$ cat config.mk
export PLATFORM = sky130hd
export DESIGN_NAME = carrier_mix_sched_flat
export DESIGN_NICKNAME = d
export VERILOG_FILES = /design/src/rtl/carrier_mix_sched_if.sv /design/src/rtl/carrier_mix_sched.sv /design/src/flat_wrapper.sv
export SDC_FILE = /design/constraint.sdc
export NUM_CORES = 1
export LEC_CHECK = 0
export CAP_MARGIN = 40
export CORE_MARGIN = 8
export CORE_UTILIZATION = 47
export CTS_BUF_LIST = sky130_fd_sc_hd__clkbuf_16
export DETAILED_ROUTE_END_ITERATION = 16
export GPL_ROUTABILITY_DRIVEN = 0
export PLACE_DENSITY_LB_ADDON = 0.1
export SLEW_MARGIN = 20
export SYNTH_ARGS = -nofsm -noshare
export SYNTH_HDL_FRONTEND = slang
export SYNTH_SLANG_ARGS = --single-unit
$ cat constraint.sdc
create_clock -name clk -period 1.7 [get_ports clk]
set_input_delay 0.17 -clock clk [delete_from_list [all_inputs] [get_ports clk]]
set_output_delay 0.17 -clock clk [all_outputs]
set_load 0.02 [all_outputs]
$ cat src/rtl/carrier_mix_sched_if.sv
// Handshake and mixer bus of carrier_mix_sched: sample input, shared-mixer request/result, I/Q output.
interface carrier_mix_sched_if #(
  parameter int WIDTH = 16
);
  logic             enable;
  logic [WIDTH-1:0] in_data;
  logic             in_valid;
  logic             in_ready;
  logic             sync;
  logic             mix_start;
  logic [3:0]       mix_phase;
  logic [WIDTH-1:0] mix_data;
  logic [WIDTH-1:0] mix_result;
  logic [WIDTH-1:0] i_data;
  logic [WIDTH-1:0] q_data;
  logic             out_valid;
  logic             sym_end;
  logic             busy;

  modport master (
    output enable, in_data, in_valid, sync, mix_result,
    input  in_ready, mix_start, mix_phase, mix_data, i_data, q_data, out_valid, sym_end, busy
  );

  modport slave (
    input  enable, in_data, in_valid, sync, mix_result,
    output in_ready, mix_start, mix_phase, mix_data, i_data, q_data, out_valid, sym_end, busy
  );
endinterface

$ cat src/rtl/carrier_mix_sched.sv
// Time-shares one carrier mixer between Q (phase p) and I (phase p+4); I/Q pair out MIX_LAT+3 cycles after accept.
// in_ready drops in ISSUE_Q and while enable is low; define CARRIER_MIX_SYNC_EN to let sync restart the symbol at phase 0.
module carrier_mix_sched #(
  parameter int WIDTH   = 16,
  parameter int MIX_LAT = 2
) (
  input logic               clk,
  input logic               rst_n,
  carrier_mix_sched_if.slave bus
);

  typedef enum logic [1:0] {IDLE, ISSUE_Q, ISSUE_I} state_t;

  typedef struct packed {
    logic vld;
    logic is_i;
    logic last;
  } tag_t;

`ifdef CARRIER_MIX_SYNC_EN
  localparam bit SYNC_EN = 1'b1;
`else
  localparam bit SYNC_EN = 1'b0;
`endif

  state_t           state;
  logic [3:0]       ph;
  logic [3:0]       ph_next;
  logic [3:0]       mix_phase_r;
  logic             mix_start_r;
  logic [WIDTH-1:0] hold;
  logic [WIDTH-1:0] q_hold;
  logic [WIDTH-1:0] i_data_r;
  logic [WIDTH-1:0] q_data_r;
  logic             out_valid_r;
  logic             sym_end_r;
  tag_t             tags [MIX_LAT];
  tag_t             tag_in;
  tag_t             tag_out;
  logic             accept;
  logic             sync_hit;
  logic             tags_busy;

  assign bus.in_ready = bus.enable & ((state == IDLE) | (state == ISSUE_I));
  assign accept       = bus.in_valid & bus.in_ready;
  assign sync_hit     = SYNC_EN & accept & bus.sync;

  // Phase for the next sample: advances after every I request, sync forces a fresh symbol.
  always_comb begin
    ph_next = (state == ISSUE_I) ? ph + 4'd1 : ph;
    if (sync_hit) begin
      ph_next = 4'd0;
    end
  end

  always_comb begin
    tag_in.vld  = (state != IDLE);
    tag_in.is_i = (state == ISSUE_I);
    tag_in.last = (state == ISSUE_I) & (ph == 4'd15);
  end

  assign tag_out = tags[MIX_LAT-1];

  always_comb begin
    tags_busy = 1'b0;
    for (int k = 0; k < MIX_LAT; k++) begin
      tags_busy = tags_busy | tags[k].vld;
    end
  end

  always_ff @(posedge clk or negedge rst_n) begin
    if (!rst_n) begin
      state       <= IDLE;
      ph          <= 4'd0;
      mix_phase_r <= 4'd0;
      mix_start_r <= 1'b0;
      hold        <= '0;
      q_hold      <= '0;
      i_data_r    <= '0;
      q_data_r    <= '0;
      out_valid_r <= 1'b0;
      sym_end_r   <= 1'b0;
      for (int k = 0; k < MIX_LAT; k++) begin
        tags[k] <= '0;
      end
    end else begin
      out_valid_r <= 1'b0;
      sym_end_r   <= 1'b0;

      // Tag pipeline mirrors the mixer latency so results pair with their request type.
      tags[0] <= tag_in;
      for (int k = 1; k < MIX_LAT; k++) begin
        tags[k] <= tags[k-1];
      end

      if (tag_out.vld && !tag_out.is_i) begin
        q_hold <= bus.mix_result;
      end
      if (tag_out.vld && tag_out.is_i) begin
        i_data_r    <= bus.mix_result;
        q_data_r    <= q_hold;
        out_valid_r <= 1'b1;
        sym_end_r   <= tag_out.last;
      end

      case (state)
        IDLE: begin
          if (accept) begin
            hold        <= bus.in_data;
            ph          <= ph_next;
            mix_phase_r <= ph_next;
            mix_start_r <= 1'b1;
            state       <= ISSUE_Q;
          end
        end
        ISSUE_Q: begin
          mix_phase_r <= ph + 4'd4;
          state       <= ISSUE_I;
        end
        ISSUE_I: begin
          ph <= ph_next;
          if (accept) begin
            hold        <= bus.in_data;
            mix_phase_r <= ph_next;
            state       <= ISSUE_Q;
          end else begin
            mix_start_r <= 1'b0;
            state       <= IDLE;
          end
        end
        default: begin
          mix_start_r <= 1'b0;
          state       <= IDLE;
        end
      endcase
    end
  end

  assign bus.mix_start = mix_start_r;
  assign bus.mix_phase = mix_phase_r;
  assign bus.mix_data  = hold;
  assign bus.i_data    = i_data_r;
  assign bus.q_data    = q_data_r;
  assign bus.out_valid = out_valid_r;
  assign bus.sym_end   = sym_end_r;
  assign bus.busy      = (state != IDLE) | tags_busy | out_valid_r;

endmodule

$ cat src/flat_wrapper.sv
// flat-port wrapper written by rule: the top's interface ports become plain ports
module carrier_mix_sched_flat 
#(
  parameter int WIDTH   = 16,
  parameter int MIX_LAT = 2
)
  (clk, rst_n, bus_enable, bus_in_data, bus_in_valid, bus_sync, bus_mix_result, bus_in_ready, bus_mix_start, bus_mix_phase, bus_mix_data, bus_i_data, bus_q_data, bus_out_valid, bus_sym_end, bus_busy);
  carrier_mix_sched_if #(.WIDTH(WIDTH)) bus_i ();
  input logic clk;
  input logic rst_n;
  input wire logic [$bits(bus_i.enable)-1:0] bus_enable;
  input wire logic [$bits(bus_i.in_data)-1:0] bus_in_data;
  input wire logic [$bits(bus_i.in_valid)-1:0] bus_in_valid;
  input wire logic [$bits(bus_i.sync)-1:0] bus_sync;
  input wire logic [$bits(bus_i.mix_result)-1:0] bus_mix_result;
  output wire logic [$bits(bus_i.in_ready)-1:0] bus_in_ready;
  output wire logic [$bits(bus_i.mix_start)-1:0] bus_mix_start;
  output wire logic [$bits(bus_i.mix_phase)-1:0] bus_mix_phase;
  output wire logic [$bits(bus_i.mix_data)-1:0] bus_mix_data;
  output wire logic [$bits(bus_i.i_data)-1:0] bus_i_data;
  output wire logic [$bits(bus_i.q_data)-1:0] bus_q_data;
  output wire logic [$bits(bus_i.out_valid)-1:0] bus_out_valid;
  output wire logic [$bits(bus_i.sym_end)-1:0] bus_sym_end;
  output wire logic [$bits(bus_i.busy)-1:0] bus_busy;
  assign bus_i.enable = bus_enable;
  assign bus_i.in_data = bus_in_data;
  assign bus_i.in_valid = bus_in_valid;
  assign bus_i.sync = bus_sync;
  assign bus_i.mix_result = bus_mix_result;
  assign bus_in_ready = bus_i.in_ready;
  assign bus_mix_start = bus_i.mix_start;
  assign bus_mix_phase = bus_i.mix_phase;
  assign bus_mix_data = bus_i.mix_data;
  assign bus_i_data = bus_i.i_data;
  assign bus_q_data = bus_i.q_data;
  assign bus_out_valid = bus_i.out_valid;
  assign bus_sym_end = bus_i.sym_end;
  assign bus_busy = bus_i.busy;
  carrier_mix_sched #(.WIDTH(WIDTH), .MIX_LAT(MIX_LAT)) u_core (.clk(clk), .rst_n(rst_n), .bus(bus_i));
endmodule
After elaboration in Yosys (flattened, before gate mapping)
Cells that the tools add are included.
{ "op_classes": {"shifts": 0, "n_bitwise": 8, "div": 0, "multipliers": 0, "magnitude_cmp": 0, "n_eq_ne": 6, "addsub": 2, "mux": 12, "n_reduce_logical": 12} }
{ "op_table": {"columns": ["op", "count"], "rows": [
  ["4-bit case mux with 2 select lines", 2],
  ["4-bit 2-to-1 mux", 2],
  ["2-bit case mux with 3 select lines", 1],
  ["2-bit AND reduction", 3],
  ["2-bit nonzero test", 3],
  ["1-bit 2-to-1 mux", 5],
  ["4-bit by 1-bit adder with 4-bit output, second input constant", 1],
  ["4-bit by 3-bit adder with 4-bit output, second input constant", 1],
  ["4-bit == test, second input constant", 1],
  ["2-bit by 1-bit != test with 1-bit output, second input constant", 2],
  ["1-bit bitwise OR", 4],
  ["1-bit AND", 3],
  ["1-bit case mux with 3 select lines", 1],
  ["3-bit AND reduction", 1],
  ["2-bit by 1-bit == test with 1-bit output, second input constant", 1],
  ["2-bit == test, second input constant", 1],
  ["1-bit logical AND", 2],
  ["2-bit zero test", 1],
  ["2-bit 2-to-1 mux", 1],
  ["2-bit != test, second input constant", 1],
  ["2-bit OR reduction", 1],
  ["1-bit zero test", 1],
  ["1-bit NOT", 1]
]} }
{ "totals": {"reg_bits": 83, "n_memories": 0, "romBits": 0, "elab_cells": 56, "ram_bits": 0, "input_bits": 37, "latch_bits": 0} }

Depth between registers and ports, before layout
Gate-level depths: netlist of the first run.
{ "depth": {"depth_word": 6, "ltp_mapped": 6} }

Least setup slack after synthesis of the first run
No wires, ideal clock.
{ "synth_timing": {"kind": "register to register", "start": "register u_core.state[0]", "end": "register u_core.hold[0] (netlist: u_core.bus.mix_data[0])", "t_required_ns": 1.575, "path_buffers": 2, "path_stages_with_launch": 6, "setup_slack_ns": 0.376, "synth_period_minus_slack_ns": 1.324, "setup_time_ns": 0.125, "arrival_time_ns": 1.199, "cell_sequence": "dfrtp_1 > buf_6 > nand3b_4 > inv_6 > buf_8 > mux2_4"} }
{ "synth_via": {"elab_chain_cells": 5, "word_cells_on_any_way": 7} }
{ "synth_rtl": {"columns": ["item", "line_no", "rtl"], "rows": [
  ["start: declaration", "carrier_mix_sched.sv:26", "state_t state;"],
  ["start signal: assignment", "carrier_mix_sched.sv:73", "state <= IDLE;"],
  ["start signal: assignment", "carrier_mix_sched.sv:113", "state <= ISSUE_Q;"],
  ["start signal: assignment", "carrier_mix_sched.sv:118", "state <= ISSUE_I;"],
  ["2-bit == test / 2-bit zero test (equally long branches)", "carrier_mix_sched.sv:44, carrier_mix_sched.sv:106", null],
  ["1-bit bitwise OR", "carrier_mix_sched.sv:44", "assign bus.in_ready = bus.enable & ((state == IDLE) | (state == ISSUE_I));"],
  ["1-bit AND", "carrier_mix_sched.sv:44", null],
  ["1-bit AND", "carrier_mix_sched.sv:45", "assign accept = bus.in_valid & bus.in_ready;"],
  ["2-bit AND reduction (no source line) (*)", null, null],
  ["end signal: assignment", "carrier_mix_sched.sv:109", "hold <= bus.in_data;"],
  ["end signal: assignment", "carrier_mix_sched.sv:123", "hold <= bus.in_data;"],
  ["end: declaration", "carrier_mix_sched.sv:31", "logic [WIDTH-1:0] hold;"]
]} }
Every way passes the cells marked *; elsewhere a longest branch is shown, timed or not.
A chain may end at the register's enable or synchronous reset.

Worst setup path in the final report of the first run
{ "layout_timing": {"start": "register u_core.tags (netlist bit u_core.tag_out[2])", "end": "output bus_busy"} }
{ "layout_via": {"elab_chain_cells": 3} }
{ "layout_rtl": {"columns": ["item", "line_no", "rtl"], "rows": [
  ["start: declaration", "carrier_mix_sched.sv:37", "tag_t tags [MIX_LAT];"],
  ["start signal: indexed assignment", "carrier_mix_sched.sv:93", "tags[k] <= tags[k-1];"],
  ["1-bit bitwise OR", "carrier_mix_sched.sv:67", "tags_busy = tags_busy | tags[k].vld;"],
  ["1-bit bitwise OR (2 in series)", "carrier_mix_sched.sv:146", "assign bus.busy = (state != IDLE) | tags_busy | out_valid_r;"],
  ["end: declaration", "flat_wrapper.sv:24", "output wire logic [$bits(bus_i.busy)-1:0] bus_busy;"]
]} }
Every way passes these cells.

==> results of run 1 <==
==> final cells by class <==
type,count,area [µm²],share of cell area [%]
flip-flops and latches,83,2080,45.3
clock buffers,9,225,4.91
well taps,80,100,2.18
multi-input cells,100,1070,23.4
clock inverters,7,68.8,1.50
inverters,4,20.0,0.437
repair buffers,103,1020,22.3
==> sequential cells by signal, indices dropped and copies added, names as in the netlist <==
name	count
u_core.bus.mix_start	1
u_core.q_hold	16
u_core.tag_out	3
u_core.bus.out_valid	1
u_core.bus.mix_phase	4
u_core.state	2
u_core.tags	3
u_core.bus.sym_end	1
u_core.bus.i_data	16
u_core.bus.mix_data	16
u_core.ph	4
u_core.bus.q_data	16
==> logic make-up (layout without fill, tap and decap cells) <==
family / count (synthesis) / in the layout
buf+inv: 14 / 123
flops: 83 / 83
simple gates: 19 / 19
fa+ha+maj: 3 / 3
mux: 68 / 68
compound gates: 6 / 6
xor+xnor: 4 / 4
==> metal layers <==
| metal | global-route usage, % | up-vias | routed length (µm) | share of wire, % |
|---|---|---|---|---|
| met5 | 0 | - | 0 | 0 |
| met4 | 5.94 | 0 | 107 | 1.7 |
| met3 | 7.89 | 12 | 697 | 11 |
| met2 | 21.1 | 67 | 2920 | 46 |
| met1 | 16.0 | 973 | 2680 | 42 |
| li1 | - | 906 | - | - |
==> cell usage in the layout (no fill, tap or decap), drive strengths merged <==
cell           netlist  layout
clkinv               0       1
nand3b               2       2
nand4                2       2
or4                  1       1
buf                 10      12
nor3                 2       2
inv                  4       6
and4b                1       1
a211oi               3       3
mux2                66      66
clkdlybuf4s50        0      89
maj3                 1       1
o2111ai              1       1
xnor2                2       2
clkinvlp             0       3
xor2                 2       2
nand4b               1       1
dlygate4sd2          0       1
nor2                 1       1
mux2i                2       2
and2b                1       1
clkbuf               0       9
a221oi               1       1
ha                   2       2
nor2b                3       3
o211ai               1       1
bufinv               0       1
nand2                3       3
dfrtp               83      83
and3                 2       2
dlygate4sd3          0       1
==> per-stage QoR <==
step | util, % | std cells
floorplan | - | 197
global placement | 63.4 | 369
global route | 67.9 | 386
CTS | 67.9 | 386
detailed placement | 63.4 | 369
finish | 67.9 | 386
==> worst reg2reg max path, cell delays in order (launching register included) <==
cell      delay (ns)
dfrtp_1         0.38
buf_4           0.17
nand3b_4        0.20
inv_6           0.23
mux2_2          0.38
==> power breakdown <==
group	internal, mW	total [mW]	switching, mW	leakage [nW]
sequential	2.52	2.85	0.326	0.997
combinational	1.27	2.28	1.01	0.871
clock	1.13	1.88	0.754	0.137
total	4.92	7.01	2.09	2.00
==> path summary, 6_finish.rpt <==
kind,from,endpoint,slack [ns],cells past startpoint
min in group clk,u_core.tags[4],u_core.tag_out[1],0.35,0
worst max register to register,u_core.state[0],u_core.bus.mix_data[14],0.24,4
worst max-delay path,u_core.tag_out[2],bus_busy,0.09,2
max in group asynchronous,rst_n,u_core.bus.q_data[14],0.90,3
worst min register to register,u_core.tags[4],u_core.tag_out[1],0.35,0
worst min-delay path,rst_n,u_core.bus.i_data[0],0.27,2
==> what timing repair did <==
action | 4_1_cts | 5_1_grt
resized for setup | 5 | 0
hold buffers | 1 | 0
endpoints found under the setup margin | 2 | 0
hold endpoints to repair | 22 | 0
==> out/metrics.csv, run 1 <==
stage,metric,value,unit
global_routing,initial antenna violation count,0,
yosys,Post-Syn Nets,236,
yosys,main combinational cell family by area after synthesis,multiplexers,
yosys,Synth top area share,63.6,%
worst_hold_path,Hold Crit Class,in2async,
critical_path,max incr delay on CP,0.53,ns
place,DP HPWL,4.72,mm
yosys,ranking of synthesized cells by area,"dfrtp_1, mux2_2, mux2_4",
timing,max-slew violations,0,
clock_tree,Worst-Skew Late Latency,0.33,ns
clock_tree,Root Buffer Master,clkbuf_16,
routing,DRT Pass-1 Iters,4,
routing,Antenna Nets Post-Route,0,
routing,total number of vias,1958,
power_and_ir_drop,Power Density,1530,mW/mm²
critical_path,cell at the slowest stage of the critical path,or4_1,
critical_path,crit-path max FO,4,
cells_and_area,Fillers,515,
global_routing,vias in the first global route,2105,
critical_path,CP Class,reg2out,
yosys,count of yosys warnings during synthesis,0,
critical_path,WP buf/inv,1,
cells_and_area,Syn-to-layout area delta,40.4,%
power_and_ir_drop,post-layout power,7.01,mW
timing,setup TNS,0,ns
timing,worst setup margin,0.0947,ns
critical_path,CP startpoint kind,register,
yosys,Post-Synth Simple-Gate Area,4.21,%
floorplanning,Die X,99.4,µm
cells_and_area,ANT cells,0,
global_routing,GR Overflow Total,0,
critical_path,CP Cell Sequence,"or4_1, buf_2",
floorplanning,Rows,30,
critical_path,arrival time at the worst endpoint,1.44,ns
run,total of max-cap violations,0,
clock_tree,Num Clock Sinks,83,
clock_tree,CTS Buf Count,9,
floorplanning,Initial Util,48.3,%
cells_and_area,share of cells above drive strength 1,31.7,%
clock_tree,CTS H-tree depth,3,
floorplanning,Die H,99.4,µm
power_and_ir_drop,P_leak,2.00,nW
clock_tree,post-CTS setup buffers,0,
clock_tree,clk slew on worst S/H paths,0.06,ns
yosys,Mapped Avg Cell Area,16.6,µm²
yosys,Synth Area in Compound Gates,1.46,%
yosys,synth cell count leaders,"dfrtp_1, mux2_2, mux2_4, buf_2, buf_6",
routing,Detailed Route WL,6.41,mm
timing,RSZ-0062 raised after global routing,false,
yosys,Post-Synth XOR/XNOR Area,1.07,%
routing,post-DR vias/cell,5.07,
global_routing,GRT Total Usage,14.0,%
critical_path,category of the worst setup path capture point,output port,
yosys,Post-synth EDFFs,0,
timing,# setup viols final,0,
yosys,asr flop ratio synth,100,%
status,status,"finished, final reports clean",
yosys,register bit total from synthesis,83,
yosys,Synth area leader,dfrtp_1,
routing,DRC Markers,0,
yosys,post-synthesis sequential area ratio,63.6,%
timing,post-route minimum period,1.61,ns
place,dpl cell area,0.00429,mm²
yosys,Synth cell types,31,
yosys,most frequent cell after synthesis,dfrtp_1,
yosys,Synth Instances,197,
timing,Final Hold Fails,0,
routing,Iter 0 DRT Violations,37,
timing,post-route clock period utilization,94.4,%
global_routing,largest net degree at the start of global routing,45,
timing,Slew HR,79.3,%
timing,Worst Max-Slew Pin Slew,0.310,ns
floorplanning,die area,0.00987,mm²
power_and_ir_drop,Peak VDD IR,853,µV
place,I/O Buffers,92,
cells_and_area,Final nets,340,
place,Setup WS pre-CTS,0.0344,ns
floorplanning,I/O pins,94,
timing,hold_ws,0.270,ns
timing,Fmax,0.623,GHz
yosys,Post-synth top flop,dfrtp_1,
global_routing,first-pass GRT wire length,10.9,mm
timing,Clock Skew,0.00594,ns
yosys,cell area after synthesis,0.00327,mm²
yosys,mux cell area share after synthesis,24.9,%
critical_path,required time of the critical path,1.53,ns
clock_tree,CTS tree,done,
clock_tree,clock buffer depth,2,
critical_path,"CP delay by family, top",simple AND/OR/NAND/NOR gates,
yosys,Post-Synth Adder-Cell Area,1.11,%
routing,wire per inst,16.6,µm
cells_and_area,Final Cell Area,0.00458,mm²
floorplanning,core footprint,0.00676,mm²
Power figures use the tool's default switching activity.
==> run 2: changes to the inputs <==
--- a/config.mk
+++ b/config.mk
@@ -14,2 +14,3 @@
 export PLACE_DENSITY_LB_ADDON = 0.1
+export RECOVER_POWER = 25
 export SLEW_MARGIN = 20
==> constraint.sdc (replaced) <==
create_clock -name clk -period 1.7 [get_ports clk]
set_input_delay 0.34 -clock clk [delete_from_list [all_inputs] [get_ports clk]]
set_output_delay 0.34 -clock clk [all_outputs]
set_load 0.005 [all_outputs]
==> out/metrics.csv, run 2 (synthesized netlist as in run 1, its figures left out) <==
stage,metric,value,unit
timing,RSZ-0062 raised after global routing,true,
cells_and_area,"commonest non-fill, non-tap cell in the layout",clkdlybuf4s50_1,
timing,max-slew violations,0,
timing,Slew HR,74.4,%
critical_path,max incr delay on CP,0.39,ns
critical_path,CP Cell Sequence,"inv_2, nand2_2, or4_1, clkbuf_2",
floorplanning,Die H,99.4,µm
global_routing,GRT Total Usage,13.8,%
clock_tree,CTS Buf Count,9,
routing,wire per inst,16.6,µm
global_routing,initial antenna violation count,0,
cells_and_area,Syn-to-layout area delta,42.0,%
routing,Iter 0 DRT Violations,31,
routing,DRT Pass-1 Iters,3,
clock_tree,clock buffer depth,2,
critical_path,CP Class,reg2out,
power_and_ir_drop,Power Density,1430,mW/mm²
cells_and_area,Final nets,345,
timing,worst setup margin,0.00898,ns
global_routing,vias in the first global route,2148,
clock_tree,Worst-Skew Late Latency,0.32,ns
routing,total number of vias,1964,
clock_tree,post-CTS setup buffers,0,
place,Setup WS pre-CTS,-0.0712,ns
clock_tree,clk slew on worst S/H paths,0.06,ns
routing,DRC Markers,0,
critical_path,FF-to-FF setup slack,0.26,ns
floorplanning,Initial Util,48.3,%
timing,post-route clock period utilization,99.5,%
clock_tree,CTS tree,done,
cells_and_area,share of cells above drive strength 1,33.5,%
timing,# setup viols final,0,
critical_path,cell at the slowest stage of the critical path,or4_1,
run,total of max-cap violations,0,
worst_hold_path,Hold Crit Class,reg2reg,
critical_path,Reg2Reg Depth,4,
floorplanning,Die X,99.4,µm
power_and_ir_drop,Peak VDD IR,732,µV
routing,Antenna Nets Post-Route,0,
status,status,"finished, final reports clean",
place,DP HPWL,4.61,mm
floorplanning,die area,0.00987,mm²
global_routing,first-pass GRT wire length,11.0,mm
critical_path,category of the worst setup path capture point,output port,
floorplanning,core footprint,0.00676,mm²
timing,Worst Max-Slew Pin Slew,0.384,ns
critical_path,CP startpoint kind,register,
critical_path,Critical Path End,bus_busy,
critical_path,required time of the critical path,1.36,ns
timing,Clock Skew,0.00542,ns
critical_path,r2r startpoint,u_core.state[0],
place,I/O Buffers,92,
clock_tree,CTS H-tree depth,3,
critical_path,Worst R2R End,u_core.bus.mix_data[15],
cells_and_area,most frequent cells in the layout,"clkdlybuf4s50_1, dfrtp_1, mux2_2",
cells_and_area,ANT cells,0,
routing,post-DR vias/cell,5.04,
global_routing,GR Overflow Total,0,
timing,Fmax,0.591,GHz
power_and_ir_drop,post-layout power,6.63,mW
floorplanning,I/O pins,94,
floorplanning,Rows,30,
critical_path,crit-path max FO,2,
cells_and_area,Final Util,68.6,%
clock_tree,Root Buffer Master,clkbuf_16,
global_routing,largest net degree at the start of global routing,42,
critical_path,CP Launch Point,u_core.state[0],
clock_tree,Num Clock Sinks,83,
timing,post-route minimum period,1.69,ns
routing,Detailed Route WL,6.48,mm
power_and_ir_drop,P_leak,2.04,nW
critical_path,arrival time at the worst endpoint,1.35,ns
timing,Final Hold Fails,0,
[run 2: cell types whose count changed in the layout (fill, tap and decap cells not counted), sizes merged]
cell / change
buf: +4
clkinvlp: -3
bufinv: +1
inv: -2
clkinv: +3
clkbuf: +1
[run 2: final cells by class]
type	count	area [µm²]
multi-input cells	100	1070
repair buffers	108	1060
inverters	4	20.0
fillers	485	2120
well taps	80	100
clock inverters	6	81.3
flip-flops and latches	83	2080
clock buffers	9	225
[run 2: power breakdown]
| group | internal [mW] | switching (mW) | leakage, nW |
|---|---|---|---|
| Sequential | 2.52 | 0.328 | 0.997 |
| Combinational | 1.27 | 0.533 | 0.896 |
| Clock | 1.27 | 0.713 | 0.150 |
| Total | 5.06 | 1.57 | 2.04 |
[run 2: what timing repair did]
| action | 4_1_cts | 5_1_grt |
|---|---|---|
| resized for setup | 3 | 4 |
| endpoints found under the setup margin | 2 | 1 |
| cloned | 0 | 0 |
| hold endpoints to repair | 27 | 0 |
| hold buffers | 1 | 0 |
[run 2: stage by stage]
stage	hold slack [ns]	cells	area, µm²	TNS [ns]
floorplan	0.0444	197	3270	0
global placement	0.283	374	4320	-0.195
detailed placement	0.286	374	4320	-0.451
CTS	0.351	390	4640	-0.129
global route	0.353	390	4640	-0.0742
finish	0.348	390	4640	0
[run 2: worst min-delay path by stage]
stage,endpoint,cells after the start,start
after global routing,u_core.tag_out[1],0,u_core.tags[4]
after floorplan,u_core.bus.i_data[0],0,rst_n
after global placement,u_core.bus.i_data[0],1,rst_n
after CTS,u_core.tag_out[1],0,u_core.tags[4]
final,u_core.tag_out[0],0,u_core.tags[3]
after detailed placement,u_core.bus.i_data[0],1,rst_n
[run 2: critical path, delay by kind of cell, from the launching register on]
family / cells / cell delay, ns
simple gates: 2 / 0.45
buf+inv: 2 / 0.20
flops: 1 / 0.38
[run 2: metal layers]
metal	wire (µm)	track usage, %
met4	92	5.24
met5	0	0
met1	2830	16.7
met2	2980	21.3
met3	577	6.22
==> run 3: changes to the inputs <==
ABC_AREA = 0   (was not set)
CORE_UTILIZATION = 45   (was 47)
==> out/metrics.csv, run 3 (synthesized netlist as in run 1, its figures left out) <==
stage,metric,value,unit
worst_hold_path,Hold Crit Class,reg2reg,
status,failing checks,setup timing,
timing,hold_ws,0.340,ns
global_routing,vias in the first global route,2070,
timing,# setup viols final,1,
power_and_ir_drop,post-layout power,6.48,mW
power_and_ir_drop,Power Density,1410,mW/mm²
critical_path,CP Launch Point,u_core.tag_out[2],
floorplanning,core footprint,0.00714,mm²
critical_path,category of the worst setup path capture point,output port,
clock_tree,Num Clock Sinks,83,
timing,max-slew violations,0,
critical_path,Critical Path End,bus_busy,
timing,post-route clock period utilization,102,%
critical_path,CP Class,reg2out,
timing,worst setup margin,-0.0298,ns
global_routing,GRT Total Usage,13.1,%
cells_and_area,Final nets,343,
timing,Final Hold Fails,0,
routing,Iter 0 DRT Violations,35,
timing,Clock Skew,0.00603,ns
cells_and_area,Syn-to-layout area delta,41.0,%
timing,RSZ-0062 raised after global routing,true,
cells_and_area,most frequent cells in the layout,"clkdlybuf4s50_1, dfrtp_1, mux2_2",
place,placed cell count,391,
critical_path,crit-path max FO,4,
clock_tree,clk slew on worst S/H paths,0.06,ns
global_routing,GR Overflow Total,0,
critical_path,arrival time at the worst endpoint,1.39,ns
critical_path,r2r startpoint,u_core.state[0],
routing,Antenna Nets Post-Route,0,
worst_hold_path,hold depth,0,
cells_and_area,ANT cells,0,
timing,Worst Max-Slew Pin Slew,0.753,ns
floorplanning,Initial Util,45.8,%
routing,Detailed Route WL,6.46,mm
critical_path,Worst R2R End,u_core.bus.mix_data[13],
timing,Slew HR,49.8,%
global_routing,first-pass GRT wire length,10.3,mm
power_and_ir_drop,Peak VDD IR,717,µV
critical_path,FF-to-FF setup slack,0.26,ns
critical_path,required time of the critical path,1.36,ns
clock_tree,Worst-Skew Late Latency,0.33,ns
routing,total number of vias,1942,
clock_tree,CTS tree,done,
timing,post-route minimum period,1.73,ns
floorplanning,Die X,101,µm
timing,Fmax,0.578,GHz
place,DP HPWL,4.56,mm
critical_path,Reg2Reg Depth,4,
floorplanning,die area,0.0102,mm²
routing,DRT Pass-1 Iters,4,
routing,DRC Markers,0,
clock_tree,clock buffer depth,2,
clock_tree,post-CTS setup buffers,0,
status,status,finished with violations,
floorplanning,Die H,101,µm
routing,wire per inst,15.9,µm
cells_and_area,"commonest non-fill, non-tap cell in the layout",clkdlybuf4s50_1,
floorplanning,I/O pins,94,
global_routing,initial antenna violation count,0,
cells_and_area,Final Util,64.5,%
cells_and_area,Finished Layout Cells,407,
run,total of max-cap violations,0,
clock_tree,Root Buffer Master,clkbuf_16,
global_routing,largest net degree at the start of global routing,53,
critical_path,CP startpoint kind,register,
routing,post-DR vias/cell,4.77,
clock_tree,CTS H-tree depth,3,
power_and_ir_drop,P_leak,2.01,nW
clock_tree,CTS Buf Count,9,
place,I/O Buffers,92,
cells_and_area,share of cells above drive strength 1,33.1,%
floorplanning,Rows,31,
-- run 3: cell type report --
| class | instances | area, µm² |
|---|---|---|
| Fill cell | 573 | 2530 |
| Multi-Input combinational cell | 100 | 1070 |
| Sequential cell | 83 | 2080 |
| Inverter | 4 | 20.0 |
| Tap cell | 99 | 124 |
| Clock inverter | 6 | 58.8 |
| Timing Repair Buffer | 106 | 1030 |
| Clock buffer | 9 | 225 |
-- run 3: worst min-delay path by stage --
stage | slack (ns) | endpoint | from
after floorplan | 0.04 | u_core.bus.i_data[0] | rst_n
after global placement | 0.32 | u_core.bus.q_data[0] | rst_n
after detailed placement | 0.32 | u_core.bus.q_data[0] | rst_n
after CTS | 0.34 | u_core.tag_out[1] | u_core.tags[4]
after global routing | 0.35 | u_core.tag_out[1] | u_core.tags[4]
final | 0.34 | u_core.tag_out[1] | u_core.tags[4]
-- run 3: repair_timing --
item	CTS	global route
endpoints found under the setup margin	2	1
hold buffers	1	0
hold endpoints to repair	31	0
resized for setup	3	4
-- run 3: metal layers --
| metal | track usage [%] | part of all wire, % | routed length (µm) | up-vias |
|---|---|---|---|---|
| met5 | 0 | 0 | 0 | - |
| met4 | 5.84 | 1.1 | 73 | 0 |
| met3 | 6.80 | 10 | 668 | 6 |
| met2 | 18.7 | 45 | 2920 | 65 |
| met1 | 16.1 | 43 | 2800 | 963 |
| li1 | - | - | - | 908 |
-- run 3: critical path, stage by stage, from the launching register on --
cell	delay (ns)
dfrtp_1	0.40
or4_4	0.54
clkbuf_2	0.13
-- run 3: power breakdown --
group | total [mW] | internal (mW) | leakage (nW) | switching, mW
combinational | 1.78 | 1.26 | 0.879 | 0.522
sequential | 2.86 | 2.52 | 0.997 | 0.337
clock | 1.84 | 1.12 | 0.138 | 0.724
total | 6.48 | 4.90 | 2.01 | 1.58
-- run 3: through the flow --
step / setup WS, ns / setup TNS [ns] / cell area (µm²)
after floorplan: 0.338 / 0 / 3270
after global placement: -0.0713 / -0.216 / 4350
after detailed placement: -0.0707 / -0.385 / 4350
after CTS: -0.151 / -0.151 / 4640
after global routing: -0.0641 / -0.0641 / 4610
final: -0.0298 / -0.0298 / 4610
